==> src/rtl/pc_sequencer_pkg.sv <==
// Shared definitions for the PC sequencer: FSM state encoding and
// redirect counter sizing.
package pc_seq_pkg;

    typedef enum logic [1:0] {
        ST_BOOT  = 2'd0,
        ST_RUN   = 2'd1,
        ST_FLUSH = 2'd2
    } state_t;

    localparam int                   REDIR_CNT_W   = 8;
    localparam logic [REDIR_CNT_W-1:0] REDIR_CNT_MAX = 8'd255;

endpackage

==> src/rtl/pc_sequencer_redirect_select.sv <==
// Combinational redirect resolution: raw taken/target for capture, and the
// selected redirect (pending first) with optional alignment check (PC_ALIGN_CHECK_EN).
module redirect_select
    import pc_seq_pkg::*;
#(
    parameter int DATA_W = 16
`ifdef PC_ALIGN_CHECK_EN
    , parameter int PC_INC = 4
`endif
) (
    input  logic              i_branch,
    input  logic              i_zero_flag,
    input  logic              i_jump,
    input  logic [DATA_W-1:0] i_branch_pc,
    input  logic [DATA_W-1:0] i_jump_pc,
    input  logic              i_pending_vld,
    input  logic [DATA_W-1:0] i_pending_pc,
    output logic              o_taken,
    output logic [DATA_W-1:0] o_target,
    output logic              o_sel_vld,
    output logic [DATA_W-1:0] o_sel_pc,
    output logic              o_sel_ok
);

    logic w_taken;
    logic [DATA_W-1:0] w_target;

    assign w_taken  = i_jump | (i_branch & i_zero_flag);
    assign w_target = i_jump ? i_jump_pc : i_branch_pc;

    assign o_taken  = w_taken;
    assign o_target = w_target;

    // A held redirect always beats whatever is being decoded this cycle.
    assign o_sel_vld = i_pending_vld | w_taken;
    assign o_sel_pc  = i_pending_vld ? i_pending_pc : w_target;

`ifdef PC_ALIGN_CHECK_EN
    assign o_sel_ok = ((o_sel_pc % DATA_W'(PC_INC)) == '0);
`else
    assign o_sel_ok = 1'b1;
`endif

endmodule

==> src/rtl/pc_sequencer.sv <==
// PC register and fetch sequencer with stall-held redirect and multi-cycle
// IF/ID flush. Optional misalignment check under PC_ALIGN_CHECK_EN.
module pc_sequencer
    import pc_seq_pkg::*;
#(
    parameter int              DATA_W       = 16,
    parameter logic [DATA_W-1:0] PC_RESET   = '0,
    parameter int              PC_INC       = 4,
    parameter int              FLUSH_CYCLES = 2
) (
    input  logic              i_clk,
    input  logic              i_rst,
    input  logic              i_enable,
    input  logic              i_branch,
    input  logic              i_zero_flag,
    input  logic              i_jump,
    input  logic [DATA_W-1:0] i_branch_pc,
    input  logic [DATA_W-1:0] i_jump_pc,
    output logic [DATA_W-1:0] o_current_pc,
    output logic              o_pc_valid,
    output logic              o_flush,
    output logic [REDIR_CNT_W-1:0] o_redirect_cnt,
`ifdef PC_ALIGN_CHECK_EN
    output logic              o_misalign_err,
`endif
    output logic [1:0]        o_dbg_state
);

    localparam int CNT_W = $clog2(FLUSH_CYCLES + 1);

    state_t                 r_state;
    logic [DATA_W-1:0]      r_pc;
    logic                   r_pend_vld;
    logic [DATA_W-1:0]      r_pend_pc;
    logic [CNT_W-1:0]       r_cnt;
    logic [REDIR_CNT_W-1:0] r_redir_cnt;
`ifdef PC_ALIGN_CHECK_EN
    logic                   r_misalign;
`endif

    logic              w_taken;
    logic [DATA_W-1:0] w_target;
    logic              w_sel_vld;
    logic [DATA_W-1:0] w_sel_pc;
    logic              w_sel_ok;

    redirect_select #(
        .DATA_W (DATA_W)
`ifdef PC_ALIGN_CHECK_EN
        , .PC_INC (PC_INC)
`endif
    ) u_redirect_select (
        .i_branch      (i_branch),
        .i_zero_flag   (i_zero_flag),
        .i_jump        (i_jump),
        .i_branch_pc   (i_branch_pc),
        .i_jump_pc     (i_jump_pc),
        .i_pending_vld (r_pend_vld),
        .i_pending_pc  (r_pend_pc),
        .o_taken       (w_taken),
        .o_target      (w_target),
        .o_sel_vld     (w_sel_vld),
        .o_sel_pc      (w_sel_pc),
        .o_sel_ok      (w_sel_ok)
    );

    // i_enable=1 advances the pipeline one step this edge; i_enable=0 stalls and
    // nothing moves except capturing the first taken redirect seen in RUN.
    always_ff @(posedge i_clk) begin
        if (i_rst) begin
            r_state     <= ST_BOOT;
            r_pc        <= PC_RESET;
            r_pend_vld  <= 1'b0;
            r_pend_pc   <= '0;
            r_cnt       <= '0;
            r_redir_cnt <= '0;
`ifdef PC_ALIGN_CHECK_EN
            r_misalign  <= 1'b0;
`endif
        end else begin
            case (r_state)
                ST_BOOT: r_state <= ST_RUN;
                ST_RUN: begin
                    if (i_enable) begin
                        r_pend_vld <= 1'b0;
                        if (w_sel_vld && w_sel_ok) begin
                            r_pc    <= w_sel_pc;
                            r_cnt   <= CNT_W'(FLUSH_CYCLES);
                            r_state <= ST_FLUSH;
                            if (r_redir_cnt != REDIR_CNT_MAX)
                                r_redir_cnt <= r_redir_cnt + REDIR_CNT_W'(1);
                        end else begin
                            r_pc <= r_pc + DATA_W'(PC_INC);
`ifdef PC_ALIGN_CHECK_EN
                            if (w_sel_vld)
                                r_misalign <= 1'b1;
`endif
                        end
                    end else if (w_taken && !r_pend_vld) begin
                        r_pend_vld <= 1'b1;
                        r_pend_pc  <= w_target;
                    end
                end
                ST_FLUSH: begin
                    if (i_enable) begin
                        r_pc  <= r_pc + DATA_W'(PC_INC);
                        r_cnt <= r_cnt - CNT_W'(1);
                        if (r_cnt == CNT_W'(1))
                            r_state <= ST_RUN;
                    end
                end
                default: r_state <= ST_BOOT;
            endcase
        end
    end

    assign o_current_pc   = r_pc;
    assign o_pc_valid     = (r_state != ST_BOOT);
    assign o_flush        = (r_state == ST_FLUSH);
    assign o_redirect_cnt = r_redir_cnt;
    assign o_dbg_state    = r_state;
`ifdef PC_ALIGN_CHECK_EN
    assign o_misalign_err = r_misalign;
`endif

endmodule

==> config.mk <==
export PLATFORM = sky130hd
export DESIGN_NAME = pc_sequencer
export DESIGN_NICKNAME = d
export VERILOG_FILES = /design/src/rtl/pc_sequencer_pkg.sv /design/src/rtl/pc_sequencer_redirect_select.sv /design/src/rtl/pc_sequencer.sv
export SDC_FILE = /design/constraint.sdc
export NUM_CORES = 1
export LEC_CHECK = 0
export BUFFER_PORTS_ARGS = -buffer_cell sky130_fd_sc_hd__buf_4
export CAP_MARGIN = 5
export CORE_MARGIN = 5
export CORE_UTILIZATION = 40
export CTS_CLUSTER_DIAMETER = 30
export DETAILED_ROUTE_END_ITERATION = 7
export GPL_TIMING_DRIVEN = 0
export PLACE_DENSITY = 0.71
export SLEW_MARGIN = 20
export SYNTH_ARGS = -nofsm -noshare
export SYNTH_HDL_FRONTEND = slang
export SYNTH_HIERARCHICAL = 1
export SYNTH_SLANG_ARGS = --single-unit
==> constraint.sdc <==
create_clock -name i_clk -period 3.1 [get_ports i_clk]
set_clock_uncertainty 0.05 [all_clocks]
set_input_delay 0.62 -clock i_clk [delete_from_list [all_inputs] [get_ports i_clk]]
set_output_delay 0.62 -clock i_clk [all_outputs]
set_load 0.005 [all_outputs]
==> summary.txt <==
Final layout
  • Final Util: 0.5119
  • Area grow syn2layout: 25.02%
  • Share of layout cells above drive strength 1: 0.3018
  • Final antenna diode count: 0
  • Layout Nets: roughly 420
  • Fin cells: between 400 and 500

Clocking
  • Clk slew on worst S/H paths: around 80 ps
  • Num CTS Buffers: 5
  • CTS tree: done
  • Max Root-Sink Buffers: 2
  • Setup bufs post-CTS: 0
  • CTS Hold Bufs: 0
  • CTS sink count: 45
  • Clk root buf: clkbuf_8
  • H-tree Lvls: 2
  • Worst-Skew Late Latency: 290 ps
  • Post-CTS sizing: 0

Power
  • Total power: about 1.2 mW
  • PD cells: between 300 and 400 mW/mm²
  • Lkg Pwr: 1.252 nW
  • Max IR drop VDD: ~0.00021 V

Logic synthesis
  • Synthesized area: between 0.002 and 0.003 mm²
  • Synth Area in Adders: 0.01444
  • Synth Flop Type: dfxtp_1
  • Synthesized Nets: around 350
  • Synth cell types: 50
  • Post-synthesis instance total: roughly 310
  • Post-synth EDFFs: 0
  • Simple-Gate Fraction of Synth Area: 0.2344
  • Sequential share of the synthesized area: 0.3465
  • Async set-reset flop share out of synthesis: 0
  • Post-synthesis xor/xnor area fraction: 0
  • Post-synthesis register bit count: 45
  • Multiplexer share of the synthesized area: 0.1516
  • Mean Syn Cell Area: approximately 8.4 µm²
  • YS warnings: 6
  • Synth Area in Compound Gates: 0.2012
  • Largest family of logic cells by synthesized area: simple AND/OR/NAND/NOR gates

Timing
  • Count of final hold-check violations: 0
  • Final min period: 2339 ps
  • RSZ-0062 raised after global routing: false
  • Setup tns final: 0 ps
  • Setup-failing EPs final: 0
  • Tcrit/Tclk final: 0.7544
  • Worst slew margin: 0.5535
  • Max-slew violations: 0
  • Worst-margin pin slew: between 600 and 700 ps
  • F_max: about 430 MHz
  • Setup WS post-layout: 761.5 ps

Routing
  • WL final: between 7 and 8 mm
  • DRT antenna net count: 0
  • Pre-Repair DR Iteration Count: 5
  • 1st-iter DRT viols: 220
  • Vias: ~2600
  • Routed wire per std cell: about 15 µm
  • DRC: 0
  • Drt via density: approximately 5.7

Critical path
  • Worst-path fanout max: 10
  • Critical path required time: between 3000 and 4000 ps
  • Crit end category: flop
  • WS Path Type: in -> reg
  • Crit path DAT: 2490 ps
  • Worst Setup Start Kind: input port

Global route
  • Total congestion overflow: 0
  • GRT Util Overall: 0.1712
  • Largest net degree at the start of global routing: 13
  • Vias in the first global route: approximately 2500
  • Initial antenna violation count: 0
  • First-pass GRT wire length: between 10 and 15 mm

Placement
  • Dpl ws: between 500 and 600 ps
  • PortBufs: 64
  • Gpl congestion: 0.9139
  • HPWL after DPL: 5.335 mm
  • Placed insts: roughly 450

Floorplanning
  • Starting Density: 0.4095
  • # IOs: 66
  • Die Ht: around 91 µm
  • Die area: 0.008212 mm²
  • Core Region: roughly 0.0063 mm²
  • Die width: ~91 µm
  • # rows: 29

Status
  • Outcome: completed

Job
  • Max_cap viols: 0

Worst hold path
  • Worst Hold Class: reg -> reg
cell usage in the layout (no fill, tap or decap), types with 7 or more instances in the layout:
master / netlist / layout
buf_4: 1 / 65
nand2_1: 49 / 49
dfxtp_1: 45 / 45
a21oi_1: 40 / 40
mux2_2: 23 / 23
nand3_1: 14 / 14
clkbuf_1: 10 / 10
nor2_1: 10 / 10
mux2_4: 9 / 9
o21ai_0: 8 / 8
inv_1: 7 / 7
nor3_1: 7 / 7
critical path, cell delays in order:
cell and delay, ps:
buf_6 120, buf_12 150, a21o_1 180, or2_2 280, and2_1 190, clkbuf_1 230, a2111oi_0 470, a21oi_1 90
o32ai_1 140
final cells by class:
class,count,area (µm²)
clock buffer,5,68.82
timing repair buffer,64,480.5
multi-input combinational,240,1568
inverter,8,30.03
fill,620,3099
sequential,45,900.9
tap,77,96.34
buffer,18,101.3
clock inverter,1,5.005
through the flow:
step / instance area, µm² / hold slack, ps
3_3_place_gp: 3177 / 388.3
5_1_grt: 3251 / 428.5
3_5_place_dp: 3177 / 395.0
6_report: 3251 / 404.5
2_1_floorplan: 2600 / 382.9
4_1_cts: 3251 / 408.1
cell families after synthesis:
kind of cell / Yosys count
muxes: 32
other: 1
AOI/OAI and AO/OA: 84
and+or+nand+nor: 120
buffers and inverters: 26
DFF: 45
adders and majority gates: 3
sequential cells by signal (all words and copies together), names as in the netlist:
signal / count
r_pend_vld: 1
o_redirect_cnt: 8
r_pend_pc: 16
o_current_pc: 16
o_dbg_state: 2
r_cnt: 2
metal layers:
layer	GRT usage	share of wire	up-vias
met5	0	0	-
met1	0.2236	0.45	1221
met4	0.04342	0.013	0
li1	-	-	1288
met3	0.04167	0.071	14
met2	0.2815	0.47	108
where the power goes:
group	internal (mW)	leakage [nW]	total [mW]	switching [mW]
logic	0.131	0.846	0.248	0.116
registers	0.601	0.365	0.625	0.0239
clock network	0.149	0.0399	0.343	0.195
total	0.881	1.25	1.22	0.335
synth_stat cells (2+ instances only):
master	n	area (µm²)
mux2_2	23	259.0
clkbuf_1	10	37.54
a31oi_1	5	31.28
o21ai_0	8	40.04
or2_2	3	18.77
nor2_1	10	37.54
a21oi_1	40	200.2
a311oi_1	3	26.28
o31a_1	2	17.52
or3_1	3	18.77
or4_1	5	37.54
inv_1	7	26.28
o32ai_1	5	43.79
nand2_1	49	183.9
and4_1	3	26.28
nand3b_1	3	22.52
mux2_4	9	135.1
and3_1	6	37.54
buf_2	5	25.02
and2_1	2	12.51
nand4_1	4	25.02
dfxtp_1	45	900.9
nor3_1	7	35.03
nand3_1	14	70.07
nor2b_1	3	18.77
a211oi_1	4	30.03
a22oi_1	6	45.04
nand2b_1	3	18.77
ha_1	3	37.54
final timing paths:
kind | slack (ps) | from | cells after the start | to
worst max-delay path | 760 | i_jump | 9 | o_current_pc[8]$_SDFFE_PP0P_
worst min-delay path | 400 | r_pend_pc[4]$_SDFFE_PP0P_ | 2 | r_pend_pc[4]$_SDFFE_PP0P_
worst min register to register | 400 | r_pend_pc[4]$_SDFFE_PP0P_ | 2 | r_pend_pc[4]$_SDFFE_PP0P_
worst max register to register | 780 | r_pend_vld$_SDFFE_PP0P_ | 8 | o_current_pc[8]$_SDFFE_PP0P_
No activity file was read; power rests on OpenSTA's default activity.
